==> config.mk <==
export PLATFORM = sky130hd
export DESIGN_NAME = z80_bus_master_flat
export DESIGN_NICKNAME = d
export VERILOG_FILES = /design/src/rtl/z80_bus_pkg.sv /design/src/rtl/z80_bus_master_if.sv /design/src/rtl/z80_refresh_ctr.sv /design/src/rtl/z80_bus_master.sv /design/src/flat_wrapper.sv
export SDC_FILE = /design/constraint.sdc
export NUM_CORES = 1
export LEC_CHECK = 0
export BUFFER_PORTS_ARGS = -buffer_cell sky130_fd_sc_hd__buf_2
export CAP_MARGIN = 0
export CORE_ASPECT_RATIO = 1.2
export CORE_MARGIN = 2
export CORE_UTILIZATION = 50
export DETAILED_ROUTE_END_ITERATION = 10
export GPL_TIMING_DRIVEN = 0
export PLACE_DENSITY = 0.74
export SLEW_MARGIN = 25
export SYNTH_ARGS = -nofsm -noshare
export SYNTH_HDL_FRONTEND = slang
export SYNTH_SLANG_ARGS = --single-unit
export TNS_END_PERCENT = 1
==> constraint.sdc <==
create_clock -name clk -period 3.4 [get_ports clk]
set_clock_uncertainty 0.15 [all_clocks]
set_input_delay 0.17 -clock clk [delete_from_list [all_inputs] [get_ports clk]]
set_output_delay 0.17 -clock clk [all_outputs]
set_load 0.01 [all_outputs]
==> src/rtl/z80_bus_pkg.sv <==
// Shared types for the Z80 bus master: request codes, FSM encoding, strobe bundle
// and the per-T-state strobe decode used by the master and its bench.
package z80_bus_pkg;

    localparam int DEFAULT_WAIT_LIMIT = 255;

    typedef enum logic [2:0] {
        REQ_MEM_RD = 3'b000,
        REQ_MEM_WR = 3'b001,
        REQ_IO_RD  = 3'b010,
        REQ_IO_WR  = 3'b011,
        REQ_M1     = 3'b100
    } req_type_e;

    typedef enum logic [2:0] {
        ST_IDLE,
        ST_T1,
        ST_T2,
        ST_TWA,
        ST_TW,
        ST_T3,
        ST_T4,
        ST_DONE
    } state_e;

    // The raw type code is kept as plain bits so reserved codes 101-111 stay representable.
    typedef struct packed {
        logic [2:0]  kind;
        logic [15:0] addr;
        logic [7:0]  wdata;
    } req_t;

    typedef struct packed {
        logic mreq_n;
        logic iorq_n;
        logic rd_n;
        logic wr_n;
        logic m1_n;
        logic rfsh_n;
        logic d_oe;
    } bus_ctl_t;

    localparam bus_ctl_t BUS_CTL_IDLE = '{
        mreq_n: 1'b1, iorq_n: 1'b1, rd_n: 1'b1, wr_n: 1'b1,
        m1_n: 1'b1, rfsh_n: 1'b1, d_oe: 1'b0
    };

    function automatic logic is_reserved(input logic [2:0] kind);
        return kind > 3'b100;
    endfunction

    // Strobe levels for one T-state of a given cycle type.
    function automatic bus_ctl_t bus_ctl(input state_e st, input logic [2:0] kind);
        bus_ctl_t c;
        logic     addr_phase;
        logic     strobe_phase;
        c            = BUS_CTL_IDLE;
        addr_phase   = st inside {ST_T1, ST_T2, ST_TWA, ST_TW, ST_T3};
        strobe_phase = st inside {ST_T2, ST_TWA, ST_TW, ST_T3};
        case (kind)
            REQ_MEM_RD: begin
                if (addr_phase) begin
                    c.mreq_n = 1'b0;
                    c.rd_n   = 1'b0;
                end
            end
            REQ_MEM_WR: begin
                if (addr_phase) begin
                    c.mreq_n = 1'b0;
                    c.d_oe   = 1'b1;
                end
                if (strobe_phase) c.wr_n = 1'b0;
            end
            REQ_IO_RD: begin
                if (strobe_phase) begin
                    c.iorq_n = 1'b0;
                    c.rd_n   = 1'b0;
                end
            end
            REQ_IO_WR: begin
                if (addr_phase) c.d_oe = 1'b1;
                if (strobe_phase) begin
                    c.iorq_n = 1'b0;
                    c.wr_n   = 1'b0;
                end
            end
            REQ_M1: begin
                if (st inside {ST_T1, ST_T2, ST_TW}) begin
                    c.m1_n   = 1'b0;
                    c.mreq_n = 1'b0;
                    c.rd_n   = 1'b0;
                end else if (st inside {ST_T3, ST_T4}) begin
                    c.mreq_n = 1'b0;
                    c.rfsh_n = 1'b0;
                end
            end
            default: ;
        endcase
        return c;
    endfunction

endpackage

==> src/rtl/z80_bus_master_if.sv <==
// Request/response handshake plus Z80 external bus pins, seen from master and slave sides.
interface z80_bus_master_if;

    logic        req_valid;
    logic [2:0]  req_type;
    logic [15:0] req_addr;
    logic [7:0]  req_wdata;
    logic        req_ready;

    logic        rsp_valid;
    logic [7:0]  rsp_rdata;
    logic        rsp_err;

    logic        wait_n;
    logic [7:0]  d_in;
    logic        mreq_n;
    logic        iorq_n;
    logic        rd_n;
    logic        wr_n;
    logic        m1_n;
    logic        rfsh_n;
    logic [15:0] a;
    logic [7:0]  d_out;
    logic        d_oe;

    modport master (
        input  req_valid, req_type, req_addr, req_wdata, wait_n, d_in,
        output req_ready, rsp_valid, rsp_rdata, rsp_err,
        output mreq_n, iorq_n, rd_n, wr_n, m1_n, rfsh_n, a, d_out, d_oe
    );

    modport slave (
        output req_valid, req_type, req_addr, req_wdata, wait_n, d_in,
        input  req_ready, rsp_valid, rsp_rdata, rsp_err,
        input  mreq_n, iorq_n, rd_n, wr_n, m1_n, rfsh_n, a, d_out, d_oe
    );

endinterface

==> src/rtl/z80_refresh_ctr.sv <==
// Z80 refresh (R) register: low 7 bits count and wrap, bit 7 is held.
module z80_refresh_ctr (
    input  logic       clk,
    input  logic       rst,
    input  logic       inc,
    output logic [7:0] r
);

    logic [7:0] r_q;
    logic [7:0] r_d;

    always_comb begin
        r_d = r_q;
        if (inc) r_d = {r_q[7], r_q[6:0] + 7'd1};
    end

    always_ff @(posedge clk) begin
        if (rst) r_q <= '0;
        else     r_q <= r_d;
    end

    assign r = r_q;

endmodule

==> src/rtl/z80_bus_master.sv <==
// Z80-style bus master: turns one latched request into a T-state accurate
// memory, I/O or opcode-fetch cycle with registered strobes.
module z80_bus_master
    import z80_bus_pkg::*;
#(
    parameter int WAIT_LIMIT = DEFAULT_WAIT_LIMIT
) (
    input logic               clk,
    input logic               rst,
    z80_bus_master_if.master  bus
);

    localparam int              CNT_W     = $clog2(WAIT_LIMIT + 1);
    localparam logic [CNT_W-1:0] CNT_LIMIT = CNT_W'(WAIT_LIMIT);
    localparam logic [CNT_W-1:0] CNT_ONE   = CNT_W'(1);

    state_e           state_q, state_d;
    req_t             req_q, req_d;
    logic [CNT_W-1:0] wait_cnt_q, wait_cnt_d;
    logic             abort_q, abort_d;
    logic [7:0]       fetch_q, fetch_d;
    bus_ctl_t         ctl_q, ctl_d;
    logic [15:0]      a_q, a_d;
    logic [7:0]       d_out_q, d_out_d;
    logic             rsp_valid_q, rsp_valid_d;
    logic             rsp_err_q, rsp_err_d;
    logic [7:0]       rsp_rdata_q, rsp_rdata_d;
    logic             ready_q, ready_d;
    logic [7:0]       r;
    logic             accept;
    logic             refresh_inc;
    logic             is_io;

    assign accept      = bus.req_valid && ready_q;
    assign refresh_inc = (state_q == ST_T4);
    assign is_io       = (req_q.kind == REQ_IO_RD) || (req_q.kind == REQ_IO_WR);

    z80_refresh_ctr u_refresh (
        .clk (clk),
        .rst (rst),
        .inc (refresh_inc),
        .r   (r)
    );

    // NOTE: every output of always_comb gets a default first so no path leaves a latch.
    always_comb begin
        state_d    = state_q;
        req_d      = req_q;
        wait_cnt_d = wait_cnt_q;
        abort_d    = abort_q;
        fetch_d    = fetch_q;

        case (state_q)
            ST_IDLE: begin
                if (accept) begin
                    req_d   = '{kind: bus.req_type, addr: bus.req_addr, wdata: bus.req_wdata};
                    abort_d = 1'b0;
                    state_d = is_reserved(bus.req_type) ? ST_DONE : ST_T1;
                end
            end
            ST_T1: state_d = ST_T2;
            ST_T2: begin
                if (is_io) begin
                    state_d = ST_TWA;
                end else if (!bus.wait_n) begin
                    state_d    = ST_TW;
                    wait_cnt_d = CNT_ONE;
                end else begin
                    state_d = ST_T3;
                end
            end
            ST_TWA: begin
                if (!bus.wait_n) begin
                    state_d    = ST_TW;
                    wait_cnt_d = CNT_ONE;
                end else begin
                    state_d = ST_T3;
                end
            end
            ST_TW: begin
                if (bus.wait_n) begin
                    state_d = ST_T3;
                end else if (wait_cnt_q == CNT_LIMIT) begin
                    state_d = ST_T3;
                    abort_d = 1'b1;
                end else begin
                    wait_cnt_d = wait_cnt_q + CNT_ONE;
                end
            end
            ST_T3:   state_d = (req_q.kind == REQ_M1) ? ST_T4 : ST_DONE;
            ST_T4:   state_d = ST_DONE;
            ST_DONE: state_d = ST_IDLE;
            default: state_d = ST_IDLE;
        endcase

        // Opcode byte is taken as the last read T-state ends, before refresh takes the bus.
        if ((req_q.kind == REQ_M1) && (state_q inside {ST_T2, ST_TW}) && (state_d == ST_T3))
            fetch_d = bus.d_in;

        ctl_d = bus_ctl(state_d, req_d.kind);

        a_d = a_q;
        if (!(state_d inside {ST_IDLE, ST_DONE}))
            a_d = ctl_d.rfsh_n ? req_d.addr : {8'h00, r};

        d_out_d = ctl_d.d_oe ? req_d.wdata : d_out_q;

        rsp_valid_d = (state_d == ST_DONE);
        rsp_err_d   = (state_d == ST_DONE) && (is_reserved(req_d.kind) || abort_d);
        rsp_rdata_d = rsp_rdata_q;
        if (state_d == ST_DONE) begin
            case (req_d.kind)
                REQ_MEM_RD, REQ_IO_RD: rsp_rdata_d = bus.d_in;
                REQ_MEM_WR, REQ_IO_WR: rsp_rdata_d = 8'h00;
                REQ_M1:                rsp_rdata_d = fetch_d;
                default:               rsp_rdata_d = 8'hFF;
            endcase
        end

        ready_d = (state_d == ST_IDLE);
    end

    // NOTE: state is updated with non-blocking assignments so all flops sample pre-edge values.
    always_ff @(posedge clk) begin
        if (rst) begin
            state_q     <= ST_IDLE;
            req_q       <= '0;
            wait_cnt_q  <= '0;
            abort_q     <= 1'b0;
            fetch_q     <= 8'h00;
            ctl_q       <= BUS_CTL_IDLE;
            a_q         <= 16'h0000;
            d_out_q     <= 8'h00;
            rsp_valid_q <= 1'b0;
            rsp_err_q   <= 1'b0;
            rsp_rdata_q <= 8'h00;
            ready_q     <= 1'b0;
        end else begin
            state_q     <= state_d;
            req_q       <= req_d;
            wait_cnt_q  <= wait_cnt_d;
            abort_q     <= abort_d;
            fetch_q     <= fetch_d;
            ctl_q       <= ctl_d;
            a_q         <= a_d;
            d_out_q     <= d_out_d;
            rsp_valid_q <= rsp_valid_d;
            rsp_err_q   <= rsp_err_d;
            rsp_rdata_q <= rsp_rdata_d;
            ready_q     <= ready_d;
        end
    end

    assign bus.req_ready = ready_q;
    assign bus.rsp_valid = rsp_valid_q;
    assign bus.rsp_err   = rsp_err_q;
    assign bus.rsp_rdata = rsp_rdata_q;
    assign bus.mreq_n    = ctl_q.mreq_n;
    assign bus.iorq_n    = ctl_q.iorq_n;
    assign bus.rd_n      = ctl_q.rd_n;
    assign bus.wr_n      = ctl_q.wr_n;
    assign bus.m1_n      = ctl_q.m1_n;
    assign bus.rfsh_n    = ctl_q.rfsh_n;
    assign bus.d_oe      = ctl_q.d_oe;
    assign bus.a         = a_q;
    assign bus.d_out     = d_out_q;

endmodule

==> src/flat_wrapper.sv <==
// flat-port wrapper written by rule: the top's interface ports become plain ports
module z80_bus_master_flat import z80_bus_pkg::*;
#(
    parameter int WAIT_LIMIT = DEFAULT_WAIT_LIMIT
)
  (clk, rst, bus_req_valid, bus_req_type, bus_req_addr, bus_req_wdata, bus_wait_n, bus_d_in, bus_req_ready, bus_rsp_valid, bus_rsp_rdata, bus_rsp_err, bus_mreq_n, bus_iorq_n, bus_rd_n, bus_wr_n, bus_m1_n, bus_rfsh_n, bus_a, bus_d_out, bus_d_oe);
  z80_bus_master_if bus_i ();
  input logic clk;
  input logic rst;
  input wire logic [$bits(bus_i.req_valid)-1:0] bus_req_valid;
  input wire logic [$bits(bus_i.req_type)-1:0] bus_req_type;
  input wire logic [$bits(bus_i.req_addr)-1:0] bus_req_addr;
  input wire logic [$bits(bus_i.req_wdata)-1:0] bus_req_wdata;
  input wire logic [$bits(bus_i.wait_n)-1:0] bus_wait_n;
  input wire logic [$bits(bus_i.d_in)-1:0] bus_d_in;
  output wire logic [$bits(bus_i.req_ready)-1:0] bus_req_ready;
  output wire logic [$bits(bus_i.rsp_valid)-1:0] bus_rsp_valid;
  output wire logic [$bits(bus_i.rsp_rdata)-1:0] bus_rsp_rdata;
  output wire logic [$bits(bus_i.rsp_err)-1:0] bus_rsp_err;
  output wire logic [$bits(bus_i.mreq_n)-1:0] bus_mreq_n;
  output wire logic [$bits(bus_i.iorq_n)-1:0] bus_iorq_n;
  output wire logic [$bits(bus_i.rd_n)-1:0] bus_rd_n;
  output wire logic [$bits(bus_i.wr_n)-1:0] bus_wr_n;
  output wire logic [$bits(bus_i.m1_n)-1:0] bus_m1_n;
  output wire logic [$bits(bus_i.rfsh_n)-1:0] bus_rfsh_n;
  output wire logic [$bits(bus_i.a)-1:0] bus_a;
  output wire logic [$bits(bus_i.d_out)-1:0] bus_d_out;
  output wire logic [$bits(bus_i.d_oe)-1:0] bus_d_oe;
  assign bus_i.req_valid = bus_req_valid;
  assign bus_i.req_type = bus_req_type;
  assign bus_i.req_addr = bus_req_addr;
  assign bus_i.req_wdata = bus_req_wdata;
  assign bus_i.wait_n = bus_wait_n;
  assign bus_i.d_in = bus_d_in;
  assign bus_req_ready = bus_i.req_ready;
  assign bus_rsp_valid = bus_i.rsp_valid;
  assign bus_rsp_rdata = bus_i.rsp_rdata;
  assign bus_rsp_err = bus_i.rsp_err;
  assign bus_mreq_n = bus_i.mreq_n;
  assign bus_iorq_n = bus_i.iorq_n;
  assign bus_rd_n = bus_i.rd_n;
  assign bus_wr_n = bus_i.wr_n;
  assign bus_m1_n = bus_i.m1_n;
  assign bus_rfsh_n = bus_i.rfsh_n;
  assign bus_a = bus_i.a;
  assign bus_d_out = bus_i.d_out;
  assign bus_d_oe = bus_i.d_oe;
  z80_bus_master #(.WAIT_LIMIT(WAIT_LIMIT)) u_core (.clk(clk), .rst(rst), .bus(bus_i));
endmodule
==> metrics.txt <==
Clock Sinks 96; Synth area leader dfxtp_1; final setup violating endpoints 0; critical path type reg2reg; Nets 594; CTS tree built; status complete, but fails checks; Synth Instances 437; ys flop type dfxtp_1; Area growth, synth to finish 24.5%; Post-Layout Cell Count 650; worst-path fanout max 9; post-synthesis net count between 400 and 500; H-tree level count 3; first-pass GRT wire length about 16,000 um; Mapped Area between 4000 and 5000 um^2; crit end category flip-flop; vias in the first global route about 3,400; top cell type's share of synthesized area 0.478; antenna violations before repair 0; Die H around 100 um; sequential area share after synthesis 0.478; chip width approximately 86 um; Slew Viols, Final 0; # diodes 0; Lkg Pwr between 2 and 2.5 nW; Fin Setup TNS 0 ns; die area between 8000 and 9000 um^2; Synth area leaders dfxtp_1 48%, mux2i_1 4.5%, o211ai_1 4.1%; worst slew pin tran 0.763 ns; Yosys Warn Count 0; Rows 35; power per cell area between 600 and 700 nW/um^2; fmax between 0.3 and 0.4 GHz; drt first-iter violations ~230; grt total ovfl 0; Remaining DRCs 9; post-route setup slack roughly 0.42 ns; clock transition at the registers of the reported paths approximately 0.090 ns; initial core utilization 0.519; TritonRoute pass-1 iters 10; CTS root buffer clkbuf_8; violated checks DRC; min Tclk post-route around 3.0 ns; CTS resizes 0; IO Count 81; RSZ-0062 raised after global routing false; worst slack, placed between 0.5 and 0.6 ns; vias per inst roughly 5.5; CTS max path bufs 2; post-synthesis register bit count 96; layout cells sized above 1 0.237; Synth async-reset ratio 0; DR vias about 3,600; HPWL after DPL between 6000 and 7000 um; IO buf count between 70 and 80; Fillers approximately 640; Cell variety after synth 48; Syn Area/Cell around 9 um^2; Final Wtd Congestion between 0.8 and 0.9; WL final approximately 9600 um; Inst Count DP 608; Num CTS Buffers 9; commonest cells in the netlist 96 x dfxtp_1, 43 x nor2_1, 42 x nand2_1; worst relative slew slack 0.487; Worst Path Required ~3.6 ns; clk_lat worst skew 0.36 ns; gr usage total 0.224; number of flops mapped to enable cells by yosys 0; max_cap viols 0; Peak VDD IR ~330 uV; core area just under 8000 um^2; final-report hold violation count 0; largest net degree at the start of global routing 17; critical path arrival about 3.1 ns; Detail Route Antenna Nets 0; final period utilization 0.877; top-count cell post-synth dfxtp_1; overall power between 3 and 4 mW; Hold Crit Class in2reg; Wirelength per Cell between 10 and 15 um; crit path launch type flip-flop
-- registers in the layout (all words and copies together) (netlist names), 3 cells and up --
name	flops
u_core.u_refresh.r	7
u_core.wait_cnt_q	8
u_core.fetch_q	8
u_core.state_q	3
u_core.bus.a	16
u_core.req_q	27
u_core.bus.d_out	8
u_core.bus.rsp_rdata	8
-- kinds of logic after synthesis --
group           share of synthesized area
mux                                0.0802
simple gates                        0.186
compound gates                      0.179
buf+inv                            0.0420
xor+xnor                           0.0283
flops                               0.478
fa+ha+maj                         0.00622
-- area by class of cell --
type	count	area, um^2	share of cell area
buffer	26	128	0.0255
clock buffer	10	138	0.0275
clock inverter	6	65.1	0.0130
inverter	11	41.3	0.00824
multi-input combinational	304	1940	0.388
sequential	96	1920	0.384
tap	92	115	0.0230
timing repair buffer	105	656	0.131
-- final timing paths --
| kind | start | end | slack, ns | cells past startpoint |
|---|---|---|---|---|
| worst min register to register | u_core.req_q[16] | u_core.req_q[16] | 0.31 | 2 |
| worst min-delay path | bus_req_type[1] | u_core.req_q[25] | 0.04 | 3 |
| worst max register to register | u_core.state_q[0] | u_core.bus.a[15] | 0.42 | 7 |
| worst max-delay path | u_core.state_q[0] | u_core.bus.a[15] | 0.42 | 7 |
-- cells in the final DEF (no fill, tap or decap), drive strengths merged, types with 5 or more instances in the layout --
cell,count
dlygate4sd3,26
nor2,43
nand3,10
and3,5
nor4,6
dfxtp,96
xor2,6
or2,10
xnor2,7
mux2,8
o211ai,22
o21ai,19
and2,5
clkbuf,27
nor3,9
inv,12
a22o,9
nor2b,11
buf,88
nand4,7
a22oi,8
nand2,42
mux2i,19
a21oi,30
-- layer usage --
metal	global-route usage	up-vias	wire length, um
met2	0.385	125	4690
met5	0	-	0
met1	0.280	1641	4230
met3	0.0355	15	569
met4	0.0952	0	129
li1	-	1779	-
-- worst max-delay path: stages, from the launching register on --
cell,delay (ns)
dfxtp_1,0.30
buf_2,0.16
or2_4,0.25
nor3_1,0.47
mux2i_1,0.57
a21oi_1,0.15
o31ai_2,0.63
a22o_1,0.26
-- per-stage QoR --
stage | hold WS, ns | util | cell area (um^2)
finish | 0.0406 | 0.646 | 5010
global route | 0.0582 | 0.646 | 5010
CTS | 0.0245 | 0.646 | 5010
detailed placement | 0.290 | 0.586 | 4550
global placement | 0.270 | 0.585 | 4530
floorplan | 0.167 | - | 4020
-- power breakdown --
group | total [mW] | internal, mW | switching (mW)
logic | 1.07 | 0.384 | 0.689
registers | 1.32 | 1.25 | 0.0650
clock network | 0.755 | 0.363 | 0.393
-- what timing repair did --
action / 4_1_cts / 5_1_grt
endpoints found under the hold margin: 27 / 0
buffers inserted: 0 / 0
hold buffers: 26 / 0
Note: power is estimated with default switching activity, not from simulation.
